File: src/rtl/tile_text_writer_pkg.sv
// Shared definitions for the tile text writer and the VGA scan-out path:
// screen geometry defaults, FSM state encoding and control-code constants.
package tile_text_writer_pkg;

   localparam int TILE_COLS       = 80;
   localparam int TILE_ROWS       = 60;
   localparam int TILE_ADDR_WIDTH = 13;
   localparam int TILE_DATA_WIDTH = 8;
   localparam int COL_WIDTH       = 7;
   localparam int ROW_WIDTH       = 6;

   localparam logic [7:0] CHAR_BS    = 8'h08;
   localparam logic [7:0] CHAR_LF    = 8'h0A;
   localparam logic [7:0] CHAR_FF    = 8'h0C;
   localparam logic [7:0] CHAR_CR    = 8'h0D;
   localparam logic [7:0] CHAR_BLANK = 8'h20;

   typedef enum logic [2:0] {
      IDLE,
      CLEAR,
      SCROLL_RD,
      SCROLL_WR,
      BLANK
   } state_t;

endpackage

File: src/rtl/tile_text_writer.sv
// Console-style writer that owns port A of the tile BRAM: prints characters,
// handles control codes, scrolls one row up and clears the whole screen.
module tile_text_writer
   import tile_text_writer_pkg::*;
#(
   parameter int COLS       = TILE_COLS,
   parameter int ROWS       = TILE_ROWS,
   parameter int ADDR_WIDTH = TILE_ADDR_WIDTH,
   parameter int DATA_WIDTH = TILE_DATA_WIDTH
) (
   input  logic                  clk,
   input  logic                  rst_n,
   input  logic                  char_valid,
   input  logic [DATA_WIDTH-1:0] char_data,
   output logic                  char_ready,
   input  logic                  clear_req,
   output logic                  busy,
   output logic                  bram_we,
   output logic [ADDR_WIDTH-1:0] bram_addr,
   output logic [DATA_WIDTH-1:0] bram_wdata,
   input  logic [DATA_WIDTH-1:0] bram_rdata,
   output logic [COL_WIDTH-1:0]  cursor_col,
   output logic [ROW_WIDTH-1:0]  cursor_row
);

   localparam logic [ADDR_WIDTH-1:0] LAST_TILE = ADDR_WIDTH'(ROWS * COLS - 1);
   localparam logic [ADDR_WIDTH-1:0] LAST_COPY = ADDR_WIDTH'((ROWS - 1) * COLS - 1);
   localparam logic [ADDR_WIDTH-1:0] COLS_A    = ADDR_WIDTH'(COLS);
   localparam logic [COL_WIDTH-1:0]  LAST_COL  = COL_WIDTH'(COLS - 1);
   localparam logic [ROW_WIDTH-1:0]  LAST_ROW  = ROW_WIDTH'(ROWS - 1);
   localparam logic [DATA_WIDTH-1:0] BLANK_CH  = DATA_WIDTH'(CHAR_BLANK);

   state_t                state, state_next;
   logic [ADDR_WIDTH-1:0] cur_addr, cur_next;
   logic [ADDR_WIDTH-1:0] idx, idx_next;
   logic [COL_WIDTH-1:0]  col_next;
   logic [ROW_WIDTH-1:0]  row_next;
   logic                  clear_pending, pending_next;
   logic                  we_next, copy_q, copy_next;
   logic [ADDR_WIDTH-1:0] addr_next;
   logic [DATA_WIDTH-1:0] wdata_q, wdata_next;
   logic [ADDR_WIDTH-1:0] col_a;
   logic                  start_clear, accept, is_print, last_col, last_row;

   assign start_clear = clear_req || clear_pending;
   assign char_ready  = (state == IDLE) && !start_clear;
   assign accept      = char_valid && char_ready;
   assign busy        = (state != IDLE);
   assign is_print    = (char_data >= DATA_WIDTH'(8'h20)) && (char_data <= DATA_WIDTH'(8'h7E));
   assign last_col    = (cursor_col == LAST_COL);
   assign last_row    = (cursor_row == LAST_ROW);
   assign col_a       = ADDR_WIDTH'(cursor_col);

   // The copy write lands one cycle after its read address was on the bus, so
   // its data comes straight from the BRAM read port rather than a register.
   assign bram_wdata  = copy_q ? bram_rdata : wdata_q;

   always_ff @(posedge clk) begin
      if (!rst_n) state <= IDLE;
      else        state <= state_next;
   end

   always_comb begin
      state_next = state;
      case (state)
         IDLE: begin
            if (start_clear) begin
               state_next = CLEAR;
            end else if (accept) begin
               if (char_data == DATA_WIDTH'(CHAR_FF))
                  state_next = CLEAR;
               else if (last_row && ((char_data == DATA_WIDTH'(CHAR_LF)) || (is_print && last_col)))
                  state_next = SCROLL_RD;
            end
         end
         CLEAR:     if (idx == LAST_TILE) state_next = IDLE;
         SCROLL_RD: state_next = SCROLL_WR;
         SCROLL_WR: state_next = (idx == LAST_COPY) ? BLANK : SCROLL_RD;
         BLANK:     if (idx == LAST_TILE) state_next = IDLE;
         default:   state_next = IDLE;
      endcase
   end

   always_comb begin
      we_next    = 1'b0;
      addr_next  = bram_addr;
      wdata_next = wdata_q;
      copy_next  = 1'b0;
      case (state)
         IDLE: begin
            if (accept && is_print) begin
               we_next    = 1'b1;
               addr_next  = cur_addr;
               wdata_next = char_data;
            end else if (accept && (char_data == DATA_WIDTH'(CHAR_BS)) && (cursor_col != '0)) begin
               we_next    = 1'b1;
               addr_next  = cur_addr - 1'b1;
               wdata_next = BLANK_CH;
            end
         end
         CLEAR, BLANK: begin
            we_next    = 1'b1;
            addr_next  = idx;
            wdata_next = BLANK_CH;
         end
         SCROLL_RD: addr_next = idx + COLS_A;
         SCROLL_WR: begin
            we_next   = 1'b1;
            addr_next = idx;
            copy_next = 1'b1;
         end
         default: ;
      endcase
   end

   // Cursor and linear address move together; cur_addr tracks row*COLS+col
   // using only add/subtract of the column or COLS.
   always_comb begin
      col_next     = cursor_col;
      row_next     = cursor_row;
      cur_next     = cur_addr;
      idx_next     = idx;
      pending_next = clear_pending;
      if (clear_req && (state != IDLE)) pending_next = 1'b1;
      case (state)
         IDLE: begin
            if (start_clear || (accept && (char_data == DATA_WIDTH'(CHAR_FF)))) begin
               col_next     = '0;
               row_next     = '0;
               cur_next     = '0;
               idx_next     = '0;
               pending_next = 1'b0;
            end else if (accept && is_print) begin
               if (!last_col) begin
                  col_next = cursor_col + 1'b1;
                  cur_next = cur_addr + 1'b1;
               end else if (!last_row) begin
                  col_next = '0;
                  row_next = cursor_row + 1'b1;
                  cur_next = cur_addr + 1'b1;
               end else begin
                  col_next = '0;
                  cur_next = cur_addr - ADDR_WIDTH'(COLS - 1);
                  idx_next = '0;
               end
            end else if (accept && (char_data == DATA_WIDTH'(CHAR_LF))) begin
               col_next = '0;
               if (last_row) begin
                  cur_next = cur_addr - col_a;
                  idx_next = '0;
               end else begin
                  row_next = cursor_row + 1'b1;
                  cur_next = cur_addr - col_a + COLS_A;
               end
            end else if (accept && (char_data == DATA_WIDTH'(CHAR_CR))) begin
               col_next = '0;
               cur_next = cur_addr - col_a;
            end else if (accept && (char_data == DATA_WIDTH'(CHAR_BS)) && (cursor_col != '0)) begin
               col_next = cursor_col - 1'b1;
               cur_next = cur_addr - 1'b1;
            end
         end
         CLEAR, SCROLL_WR, BLANK: idx_next = idx + 1'b1;
         default: ;
      endcase
   end

   always_ff @(posedge clk) begin
      if (!rst_n) begin
         cursor_col    <= '0;
         cursor_row    <= '0;
         cur_addr      <= '0;
         idx           <= '0;
         clear_pending <= 1'b0;
         bram_we       <= 1'b0;
         bram_addr     <= '0;
         wdata_q       <= '0;
         copy_q        <= 1'b0;
      end else begin
         cursor_col    <= col_next;
         cursor_row    <= row_next;
         cur_addr      <= cur_next;
         idx           <= idx_next;
         clear_pending <= pending_next;
         bram_we       <= we_next;
         bram_addr     <= addr_next;
         wdata_q       <= wdata_next;
         copy_q        <= copy_next;
      end
   end

endmodule
File: config.mk
export PLATFORM = sky130hd
export DESIGN_NAME = tile_text_writer
export DESIGN_NICKNAME = d
export VERILOG_FILES = /design/src/rtl/tile_text_writer_pkg.sv /design/src/rtl/tile_text_writer.sv
export SDC_FILE = /design/constraint.sdc
export NUM_CORES = 1
export LEC_CHECK = 0
export BUFFER_PORTS_ARGS = -buffer_cell sky130_fd_sc_hd__buf_2
export CORE_MARGIN = 4
export CORE_UTILIZATION = 50
export DETAILED_ROUTE_END_ITERATION = 12
export GPL_TIMING_DRIVEN = 0
export PLACE_DENSITY = 0.7
export SLEW_MARGIN = 15
export SYNTH_ARGS = -nofsm -noshare
export SYNTH_HDL_FRONTEND = slang
export SYNTH_SLANG_ARGS = --single-unit
File: constraint.sdc
create_clock -name clk -period 8.5 [get_ports clk]
set_input_delay 0.425 -clock clk [delete_from_list [all_inputs] [get_ports clk]]
set_output_delay 0.425 -clock clk [all_outputs]
set_load 0.02 [all_outputs]
==> run summary, run 1 <==
The flow ran to the end, and the final reports show no timing, DRC or antenna violations. The critical path in this run is classified as reg -> reg. The worst setup path is captured at a flop.

The via count of the first global-routing pass came out at approximately 5600. The combinational family with the most area after synthesis is simple AND/OR/NAND/NOR gates. The number of antenna violations at the first check in global routing came out at 0.

In the global route stage, overall resource usage came out at 0.280. The data arrival time of the critical path came out at 4.18 ns. The area share of the largest cell type after synthesis is 0.250.

The maximum number of pins on one net before global-route repair came out at 13. Of the total power, the share spent switching nets is 0.483. The start point of the worst min-delay path is char_data[4].

Along the worst path, the maximum fanout reaches 8. The gate count after technology mapping is between 700 and 800. The floorplan die width came out at 111 microns. The area share of fa/ha/maj cells after synthesis is 0.0465. Of the total power, combinational logic draws 0.580.

The timing startpoint of the critical path is cur_addr[0]$_SDFFE_PN0P_. The flip-flop and latch count after synthesis came out at 66. The biggest area consumer among synthesized cells is sky130_fd_sc_hd__dfxtp_1. The worst-case clock buffer depth came out at 2. The delay contributed by the slowest stage of the critical path is 0.61 ns. The clock insertion delay at the later pin of the skew report is 0.36 ns. TritonCTS built the clock tree. The maximum achievable frequency is 253 MHz.

The total congestion overflow after global routing is 0. The most used flip-flop cell after synthesis is sky130_fd_sc_hd__dfxtp_1. The combined area of the multi-input logic cells came out at 3660 sq um.

In the final layout, the share of cells above drive strength 1 is 0.130. The violation count after the first detailed-routing iteration came out at 596. Ranked by total cell area, the synthesized netlist is headed by sky130_fd_sc_hd__dfxtp_1, sky130_fd_sc_hd__nor2_1, sky130_fd_sc_hd__xnor2_1. The total of max-cap violations came out at 0. Leaving out fill and tap cells, the most frequent cells in the layout are sky130_fd_sc_hd__nor2_1, sky130_fd_sc_hd__nand2_1, sky130_fd_sc_hd__dfxtp_1, sky130_fd_sc_hd__buf_2, sky130_fd_sc_hd__a21oi_1. The via-per-instance ratio is ~6.3. The area fraction in and, or, nand and nor cells after synthesis came out at 0.293. Summed over all failing endpoints, the final setup total negative slack is 0 ns. The clock-pin transition on the worst setup and hold timing paths came out at around 0.09 ns.

In this design, the critical path's most frequently occurring cell is sky130_fd_sc_hd__inv_1. The pre-antenna-repair detailed-routing pass consisted of 6 iterations. The fraction of registers with async set or reset after synthesis is 0. The number of nets at the end of the flow came out at 837. The mux cell area share after synthesis is 0.0206. The routability congestion estimate came out at approximately 0.98. The total wirelength of the detailed-routed design came out at 17600 microns.

The largest individual stage delay along the critical path comes from the cell sky130_fd_sc_hd__a21oi_1. Detailed placement ended at an HPWL of 13100 microns. The post-synthesis average cell area is about 7 sq um.

The netlist area before placement is about 5300 sq um. The internal power of the cells totals 0.825 mW. The xor/xnor share of the synthesized area is 0.0797. The count of endpoints failing setup in the final report came out at 0. The critical path goes through inv_1 > ha_1 > inv_1 > fa_1 > a211oi_2 > o31ai_2 > a21oi_1 > mux2i_1 > a31oi_1 > nor2_1 > nand2_1 > xnor2_1 > a2111oi_0. The power per standard cell area came out at 270 nW/um^2. Subtracting the final worst setup slack from the clock period gives 3.95 ns.

The number of different library cells used by synthesis comes to 75. The effective utilization at floorplan came out at 0.511. The post-synthesis compound-gate area fraction is 0.253. The total via count after detailed routing came out at just under 6000. The area taken by flip-flops and latches is 1320 sq um.

The sequential cell fraction of total power is 0.246. The die area is approximately 12000 sq um. The analysis attributes to cell leakage a power of between 2 and 2.5 nW. The placement row count came out at 37.

The number of levels the H-tree was split into came out at 3. Across the VDD grid, the largest voltage drop is 178 uV. The floorplan step set the die height to roughly 110 microns. The average wire per cell in the routed design is 18.8 microns.

Leaving out fill and tap cells, the most frequent cell in the layout is sky130_fd_sc_hd__nor2_1. The final number of hold-violating endpoints was 0. At the worst endpoint, the required time is 8.73 ns. The min-delay analysis places its worst path in the category in -> reg. The max-slew violation count came to 0.

57 I/O pins were placed. The cell total after placement came out at between 900 and 1000. The synthesis warning total came out at 0. The count of cells in the finished layout, fillers not included, comes to 939. Counting the fill cells in the layout gives between 900 and 1000.

The number of port buffers is 54. The post-cts hold buffer count is 0. The switching power is 0.771 mW. Relative to the synthesized area, the layout overhead comes to 12.1%. The remaining routing DRC violations is 0.

The clock sink count came out at 66. The core region is ~10000 sq um. The setup clock skew after layout is slightly below 0.02 ns. The worst setup path is launched from a flop.

For this run, the register share of the synthesized area comes to 0.250. The remaining antenna violation count is 0. The number of buffers inserted during clock tree synthesis came out at 9. The total setup buffers inserted after CTS is 0.

The worst register-to-register path begins at cur_addr[0]$_SDFFE_PN0P_. The clock power share is 0.174. The number of nets in the synthesized netlist is 772. At the pin with the least slew margin, the transition time is 1.25 ns.

The repair_antennas step left the layout with diodes totalling 0. After clock tree synthesis, the repair step resized 0 gates. The number of flops mapped to enable cells by yosys is 0. The cell at the root of the clock tree is sky130_fd_sc_hd__clkbuf_8.

The wire length of the first global-routing pass is between 20000 and 30000 microns. Setup repair after global routing left no endpoint under its margin. Of the available clock period, the critical path in the final layout requires 0.465.

The worst pin sits at a relative slew slack of 0.163.
final timing paths:
| check | endpoint | slack [ns] | depth (start not counted) |
|---|---|---|---|
| setup / recovery | cur_addr[12]$_SDFFE_PN0P_ | 4.55 | 13 |
| hold / removal | wdata_q[4]$_SDFFE_PN0P_ | 0.36 | 3 |
| hold reg to reg | wdata_q[5]$_SDFFE_PN0P_ | 0.45 | 2 |
| setup reg to reg | cur_addr[12]$_SDFFE_PN0P_ | 4.55 | 13 |
cell families (layout without fill, tap and decap cells):
group | Yosys count | count (layout)
AOI/OAI and AO/OA | 206 | 206
xor gates and xnor gates | 48 | 48
adders and majority gates | 19 | 19
buffers and inverters | 71 | 141
DFF | 66 | 66
muxes | 10 | 10
and+or+nand+nor | 313 | 313
final cells by class:
class | instances | share of cell area
Clock buffer | 10 | 0.0216
Timing Repair Buffer | 54 | 0.0457
Sequential cell | 66 | 0.223
Inverter | 21 | 0.0133
Buffer | 50 | 0.0372
Tap cell | 136 | 0.0288
Multi-Input combinational cell | 596 | 0.619
Clock inverter | 6 | 0.0112
synth_stat cells (all sizes together), types with 6 or more instances:
master and n:
o22ai 8, inv 21, nand2b 8, nor2 97, nor4 14, mux2 7, nor3 36, clkbuf 36
xnor2 33, a21o 6, and3 10, or3 11, a221oi 10, ha 18, a31oi 9, a22oi 10
nand3 23, dfxtp 66, a21oi 51, nand4 6, nor2b 12, xor2 15, nand2 69, and2 7
o211ai 6, buf 14, o21ai 58, a211oi 13
registers in the layout, indices dropped and copies added, names as in the netlist:
name and cells:
wdata_q 8, cur_addr 13, idx 13, state 3
cursor_col 7, bram_we 1, copy_q 1, bram_addr 13
cursor_row 6, clear_pending 1
worst max-delay path: cells and delay by family, from the launching register on:
kind            cells  cell delay, ns
mux                 1            0.30
buf+inv             2            0.23
fa+ha+maj           2            0.61
xor+xnor            1            0.13
compound gates      5            1.80
flops               1            0.39
simple gates        2            0.36
per-layer routing:
layer,up-vias,share of wire,track usage
met5,-,0,0
met4,0,0.029,0.113
met3,38,0.082,0.0382
met2,270,0.46,0.457
met1,2772,0.42,0.373
li1,2790,-,-
metrics by stage:
step	instance area (sq um)	setup WS [ns]	hold slack, ns	power [mW]	util
after global routing	5920	4.16	0.419	1.70	0.573
after CTS	5920	4.62	0.359	1.58	0.573
after detailed placement	5720	4.64	0.443	1.31	0.554
final	5920	4.55	0.359	1.60	0.573
after floorplan	5280	5.21	0.425	1.07	-
after global placement	5720	4.70	0.445	1.29	0.554
power groups by stage:
stage	Sequential, mW	Combinational [mW]	Clock, mW
floorplan	0.427	0.641	0
global placement	0.397	0.893	0
detailed placement	0.399	0.906	0
CTS	0.393	0.912	0.277
global route	0.398	1.02	0.290
finish	0.393	0.926	0.277
Power figures use the tool's default switching activity.
==> run 2, diff against run 1 <==
PLACE_DENSITY = 0.72   (was 0.7)
clock period = 3.4 ns   (was 8.5 ns; I/O delays follow)
==> run summary, run 2 (synthesis gave the netlist of run 1 again) <==
The library cells used most frequently in the layout, excluding fill and tap cells, are sky130_fd_sc_hd__nor2_1, sky130_fd_sc_hd__nand2_1, sky130_fd_sc_hd__dfxtp_1, sky130_fd_sc_hd__buf_2, sky130_fd_sc_hd__a21oi_1. The clock sink count came out at 66. The kind of critical path is reg -> reg.

Once routing completed, OpenROAD measured the worst setup slack at 0.127 ns. The maximum number of pins on one net before global-route repair came out at 20. The wire-length estimate of the detail-placed layout is 12900 microns. The worst pin sits at a relative slew slack of 0.178. The average wire per cell in the routed design came out at approximately 19 microns. For the final database, setup skew stands at 0.0114 ns. Walking the worst path, the cells encountered are inv_2 > ha_1 > inv_1 > fa_2 > a211oi_4 > o31ai_4 > a21oi_4 > mux2i_1 > a31oi_2 > or4_1 > a31oi_2 > nand3_1 > nand3_1. The slew of the pin with the lowest slew margin came out at 1.22 ns. The proportion of total power due to net switching came out at 0.468. The number of inserted diodes is 0. STA classifies the critical path endpoint as a flop.

The overall track demand over capacity in global routing is 0.274. The clock power share came out at 0.188. The library cell used most frequently in the layout, excluding fill and tap cells, is sky130_fd_sc_hd__nor2_1. The flow ran to the end, and the final reports show no timing, DRC or antenna violations. The total wirelength of the detailed-routed design came out at 17400 microns. At the end of routability-driven placement, the weighted congestion stood at 0.981. In this run, post-CTS hold repair placed 0 buffers. The sequential cell fraction of total power came out at 0.236. The detail route stage leaves a number of antenna-violating nets equal to 0. The portion of the clock cycle consumed by the worst path in the final layout is 0.963. The power per standard cell area came out at about 690 nW/um^2. The clock-pin transition on the worst setup and hold timing paths came out at 0.08 ns. Static timing analysis puts the maximum clock frequency at around 300 MHz.

The worst setup path is launched from a flop. From bottom edge to top edge, the die measures about 110 microns. Setup repair after global routing could not meet its margin everywhere. The number of search-and-repair iterations in the first detailed-routing pass is 5. The core region area is between 10000 and 15000 sq um. The minimum clock period came out at 3.27 ns. The peak supply drop came out at 589 uV. The number of buffers inserted during clock tree synthesis came out at 9.

Summing all placed instances gives a cell area of roughly 5700 sq um. Data on the critical path arrives at its endpoint at between 3 and 4 ns. In this run the tool buffered the top-level ports with 54 buffer cells. The leakage component of the power came out at 2.30 nW.

The final instance area is ~6000 sq um. The final number of hold-violating endpoints is 0. Setup violations remaining at the end of the flow were counted as 0. The total of max-cap violations is 0. The via count of the first global-routing pass came out at 5393. The path class of the tightest hold or removal check is in -> reg. The initial utilization of the core area, before any placement, comes to 0.511. The violation count after the first detailed-routing iteration came out at 533.

The ratio of cells with drive above 1 in the final layout came out at 0.155. The number of antenna violations at the first check in global routing came out at 0. In this run the power spent charging and discharging nets is 1.95 mW. The area overhead of the layout relative to synthesis came out at 15.1%. The delay contributed by the slowest stage of the critical path is 0.58 ns.

The number of nets at the end of the flow is between 800 and 900. The cell at the slowest stage of the critical path is sky130_fd_sc_hd__or4_1. The final standard cell utilization of the core is 0.588. Before CTS, the worst setup slack after placement is -0.485 ns. The total internal power came out at 2.22 mW. The highest net fanout along the worst path came out at 8. Grouping stages by cell kind, the critical path spends the most delay in compound AO/OA/AOI/OAI gates. The floorplan die width is 111 microns. The detailed router placed 5808 vias in this run. The worst-case clock buffer depth came out at 2. The floorplan step defined a die boundary enclosing 12300 sq um. For this run, design rule violations remaining after detail routing come to 0. The clock insertion delay at the later pin of the skew report came out at 0.36 ns. The root buffer cell chosen for the clock tree is sky130_fd_sc_hd__clkbuf_8.

Global routing finished with a remaining overflow of 0. The via-per-instance ratio is 6.17. The placement row count came out at 37.

At the worst endpoint, the required time is around 3.7 ns. The boundary pin count is 57. TritonCTS built the clock tree.

Of the total power, combinational logic draws 0.577. The wire length of the first global-routing pass is 27900 microns. The H-tree was split into 3 levels. The buffer and inverter count on the worst path came out at 2. The largest registers in the layout are bram_addr: 13 flops, cur_addr: 13 flops, idx: 13 flops. The max-slew violation count is 0.
## run 2: cell type report
cell class,instances,area (sq um)
fill,981,4250
multi-input combinational,596,3730
sequential,66,1330
timing repair buffer,61,335
buffer,46,208
tap,136,170
clock buffer,10,138
clock inverter,6,88.8
inverter,21,78.8
## run 2: final timing paths
path / startpoint / endpoint / slack (ns) / depth (start not counted)
worst min-delay path: char_data[3] / wdata_q[3]$_SDFFE_PN0P_ / 0.11 / 3
worst max register to register: cur_addr[0]$_SDFFE_PN0P_ / cur_addr[11]$_SDFFE_PN0P_ / 0.13 / 13
worst min register to register: bram_addr[2]$_SDFFE_PN0P_ / bram_addr[2]$_SDFFE_PN0P_ / 0.46 / 2
worst max-delay path: cur_addr[0]$_SDFFE_PN0P_ / cur_addr[11]$_SDFFE_PN0P_ / 0.13 / 13
## run 2: per-stage QoR
step | power, mW | hold WS (ns) | std cells | TNS [ns]
final | 4.18 | 0.110 | 942 | 0
after global routing | 4.46 | 0.126 | 942 | -0.0456
after CTS | 4.09 | 0.104 | 939 | -0.0804
after detailed placement | 3.25 | 0.451 | 923 | -1.31
after global placement | 3.21 | 0.457 | 923 | -1.06
after floorplan | 2.67 | 0.317 | 733 | 0
## run 2: worst reg2reg max path, delay by kind of cell (launching register included)
kind            cells  cell delay (ns)
compound gates      5             1.09
fa+ha+maj           2             0.54
buf+inv             2             0.17
flops               1             0.37
mux                 1             0.26
simple gates        3             0.80
## run 2: repair_timing
| item | 4_1_cts | 5_1_grt |
|---|---|---|
| gates resized for setup | 6 | 14 |
| pin swaps | 2 | 7 |
| setup buffers | 2 | 5 |
| setup endpoints to repair | 7 | 18 |
## run 2: routing by layer
layer,share of wire,vias to the layer above,wire [microns],global-route usage
met1,0.44,2733,7670,0.372
met2,0.46,236,8020,0.442
met4,0.026,0,446,0.0928
met5,0,-,0,0
met3,0.075,41,1300,0.0437
li1,-,2798,-,-
## run 2: power by group through the flow
| stage | clock network [mW] | logic, mW | registers [mW] |
|---|---|---|---|
| after detailed placement | 0 | 2.26 | 0.994 |
| final | 0.784 | 2.41 | 0.984 |
| after global routing | 0.830 | 2.63 | 0.995 |
| after global placement | 0 | 2.21 | 0.994 |
| after floorplan | 0 | 1.60 | 1.07 |
| after CTS | 0.789 | 2.33 | 0.978 |
==> run 3, diff against run 2 <==
--- a/config.mk
+++ b/config.mk
@@ -7,9 +7,8 @@
 export LEC_CHECK = 0
 export BUFFER_PORTS_ARGS = -buffer_cell sky130_fd_sc_hd__buf_2
-export CORE_MARGIN = 4
 export CORE_UTILIZATION = 50
 export DETAILED_ROUTE_END_ITERATION = 12
 export GPL_TIMING_DRIVEN = 0
-export PLACE_DENSITY = 0.72
+export PLACE_DENSITY = 0.7
 export SLEW_MARGIN = 15
 export SYNTH_ARGS = -nofsm -noshare
==> constraint.sdc (replaced) <==
create_clock -name clk -period 3.1 [get_ports clk]
set_input_delay 0 -clock clk [delete_from_list [all_inputs] [get_ports clk]]
set_output_delay 0 -clock clk [all_outputs]
set_load 0.02 [all_outputs]
==> run summary, run 3 (synthesis gave the netlist of run 1 again) <==
The switching power is about 2.1 mW. The vertical die dimension came out at 105 microns. The violation count after the first detailed-routing iteration is 630.

The highest net fanout along the worst path is 5. The max-slew violation count is 0. The peak supply drop came out at between 500 and 600 uV. The total wirelength of the detailed-routed design is 17400 microns.

The root buffer cell chosen for the clock tree is sky130_fd_sc_hd__clkbuf_8. The clock insertion delay at the later pin of the skew report came out at 0.36 ns. Data on the critical path is required at its endpoint by roughly 3.4 ns. In the global route stage, met3 resource usage came out at 0.0499. In this run the remaining antenna-violating nets after routing total 0. The pre-CTS setup slack came out at -0.508 ns. The proportion of total power due to net switching is 0.484. The clock arrives with 0.0119 ns of skew. TritonCTS built the clock tree. The sequential cell fraction of total power is 0.249. The total via count after detailed routing came out at 5955. For the worst setup path, the data arrival time is 3.35 ns.

Walking the worst path, the cells encountered are inv_4 > ha_1 > inv_1 > fa_2 > a211oi_4 > buf_6 > o31ai_4 > a21oi_4 > nand2_2 > xor2_4 > or4_4 > a31oi_4 > nand3_1 > nand3_1. The maximum achievable frequency came out at roughly 330 MHz. The number of port buffers came out at 54. For met1 alone, demand over resource in global routing was 0.427. The final layout contains 847 nets. The wire-length estimate of the detail-placed layout is between 10000 and 15000 microns. The routability congestion estimate came out at 0.955. Compared with the post-synthesis result, the final layout area differs by 17.0%.

The die area came out at roughly 11000 sq um. The slowest stage of the critical path is the sky130_fd_sc_hd__or4_4 cell. In the final layout, the share of cells above drive strength 1 is 0.176. In this run the tightest slew margin relative to its limit is 0.435. The via-per-instance ratio is 6.29. The min-delay analysis places its worst path in the category in -> reg. The largest registers in the layout are bram_addr: 13 flops, cur_addr: 13 flops, idx: 13 flops. After clock tree synthesis, the clock-pin slew on the worst setup and hold paths is 0.08 ns. The internal power of the cells totals between 2 and 2.5 mW. The post-route worst hold slack came out at 0.0333 ns. Measured in cells, the most critical reg-to-reg path has a length of 14. In the final routed layout, each cell accounts on average for about 18 microns. The hold path depth is 3. Setup repair after global routing could not meet its margin everywhere. The flow ran to the end, and the final reports show no timing, DRC or antenna violations.

The boundary pin count is 57. Entering global routing, the biggest net connects 12 pins. The power share of the combinational group came out at 0.604. The worst-case clock buffer depth is 2. In the layout the commonest cells are sky130_fd_sc_hd__nor2_1, sky130_fd_sc_hd__nand2_1, sky130_fd_sc_hd__dfxtp_1, sky130_fd_sc_hd__buf_2, sky130_fd_sc_hd__a21oi_1.

The power per standard cell area is 719 nW/um^2. Subtracting the final worst setup slack from the clock period gives 3.04 ns. The clock sink count came out at between 60 and 70. The number of antenna violations at the first check in global routing is 0. The number of antenna diodes in the final layout is 0. The largest single stage delay on the critical path is roughly 0.55 ns. The placement row count is 37.

At the pin with the least slew margin, the transition time is 0.840 ns. In the finished design, the share of the clock period the worst path needs comes to 0.981. The leakage component of the power is 2.34 nW. The smallest setup slack after layout came out at 0.0574 ns.

The clock power share came out at 0.148. STA classifies the critical path endpoint as a flop. The effective utilization at floorplan is 0.514. The setup path with the least slack is of type reg -> reg.

The remaining routing DRC violations came out at 0. The wire length of the first global-routing pass came out at 28200 microns. The floorplan step set the die width to 105 microns.

The final number of hold-violating endpoints is 0. The number of search-and-repair iterations in the first detailed-routing pass came out at 8. The cell seen most often among critical-path stages is sky130_fd_sc_hd__nand3_1. Max-cap violations in this run came to 0. The worst setup path is launched from a flop. In the global route stage, met2 resource usage came out at 0.518. The final standard cell utilization of the core is 0.601. The via count of the first global-routing pass came to 5513.

The number of buffers inserted during clock tree synthesis came out at 9. In this run the most used layer during global routing was met2. Setup violations remaining at the end of the flow were counted as 0. The total congestion overflow after global routing came out at 0. The library cell used most frequently in the layout, excluding fill and tap cells, is sky130_fd_sc_hd__nor2_1. The accumulated negative setup slack came out at 0 ns. The region available for standard cell placement spans roughly 10000 sq um.

CTS built an H-tree with a depth of 3. The overall track demand over capacity in global routing came out at 0.323.
## run 3: cell count changes in the layout (fill, tap and decap cells not counted), moves of 2 or more
cell / delta
sky130_fd_sc_hd__xor2_1: -2
sky130_fd_sc_hd__dfxtp_1: -2
sky130_fd_sc_hd__clkbuf_1: -4
sky130_fd_sc_hd__buf_4: +4
sky130_fd_sc_hd__nor3_2: +3
sky130_fd_sc_hd__nor3_1: -3
sky130_fd_sc_hd__dlygate4sd3_1: +5
sky130_fd_sc_hd__nor4_1: -2
sky130_fd_sc_hd__bufinv_16: -2
sky130_fd_sc_hd__clkbuf_2: +3
## run 3: worst max-delay path, delay by kind of cell, from the launching register on
family          cells  cell delay, ns
compound gates      4            0.77
xor+xnor            1            0.20
fa+ha+maj           2            0.52
buf+inv             3            0.28
flops               1            0.35
simple gates        4            0.86
## run 3: layout make-up
| cell class | count | area, sq um |
|---|---|---|
| fill | 997 | 4100 |
| timing repair buffer | 69 | 399 |
| multi-input combinational | 596 | 3820 |
| sequential | 66 | 1330 |
| tap | 136 | 170 |
| buffer | 45 | 211 |
| clock inverter | 3 | 17.5 |
| clock buffer | 11 | 141 |
| inverter | 21 | 81.3 |
## run 3: power by group through the flow
stage / Clock, mW / Sequential [mW] / Combinational (mW)
floorplan: 0 / 1.17 / 1.78
global placement: 0 / 1.09 / 2.45
detailed placement: 0 / 1.09 / 2.49
CTS: 0.657 / 1.07 / 2.56
global route: 0.693 / 1.12 / 2.91
finish: 0.655 / 1.10 / 2.68
## run 3: what timing repair did
item,CTS,global route
buffers inserted,7,3
pin swaps,7,9
endpoints found under the hold margin,5,0
hold buffers,5,0
resized for setup,16,25
endpoints found under the setup margin,16,23
## run 3: per-stage QoR
stage          instance area (sq um)  std cells  total power [mW]
6_report                        6170        947              4.44
2_1_floorplan                   5300        733              2.95
3_5_place_dp                    5750        923              3.58
5_1_grt                         6170        947              4.72
3_3_place_gp                    5740        923              3.54
4_1_cts                         6040        946              4.29
## run 3: per-layer routing
metal | up-vias | wire [microns]
met4 | 0 | 569
met1 | 2782 | 7290
li1 | 2813 | -
met2 | 306 | 8040
met3 | 54 | 1540
met5 | - | 0
## run 3: path summary, 6_finish.rpt
check	from	endpoint	slack (ns)
max reg2reg	cur_addr[0]$_SDFFE_PN0P_	cur_addr[11]$_SDFFE_PN0P_	0.06
min	char_data[2]	wdata_q[2]$_SDFFE_PN0P_	0.03
min reg2reg	wdata_q[5]$_SDFFE_PN0P_	wdata_q[5]$_SDFFE_PN0P_	0.46
max	cur_addr[0]$_SDFFE_PN0P_	cur_addr[11]$_SDFFE_PN0P_	0.06
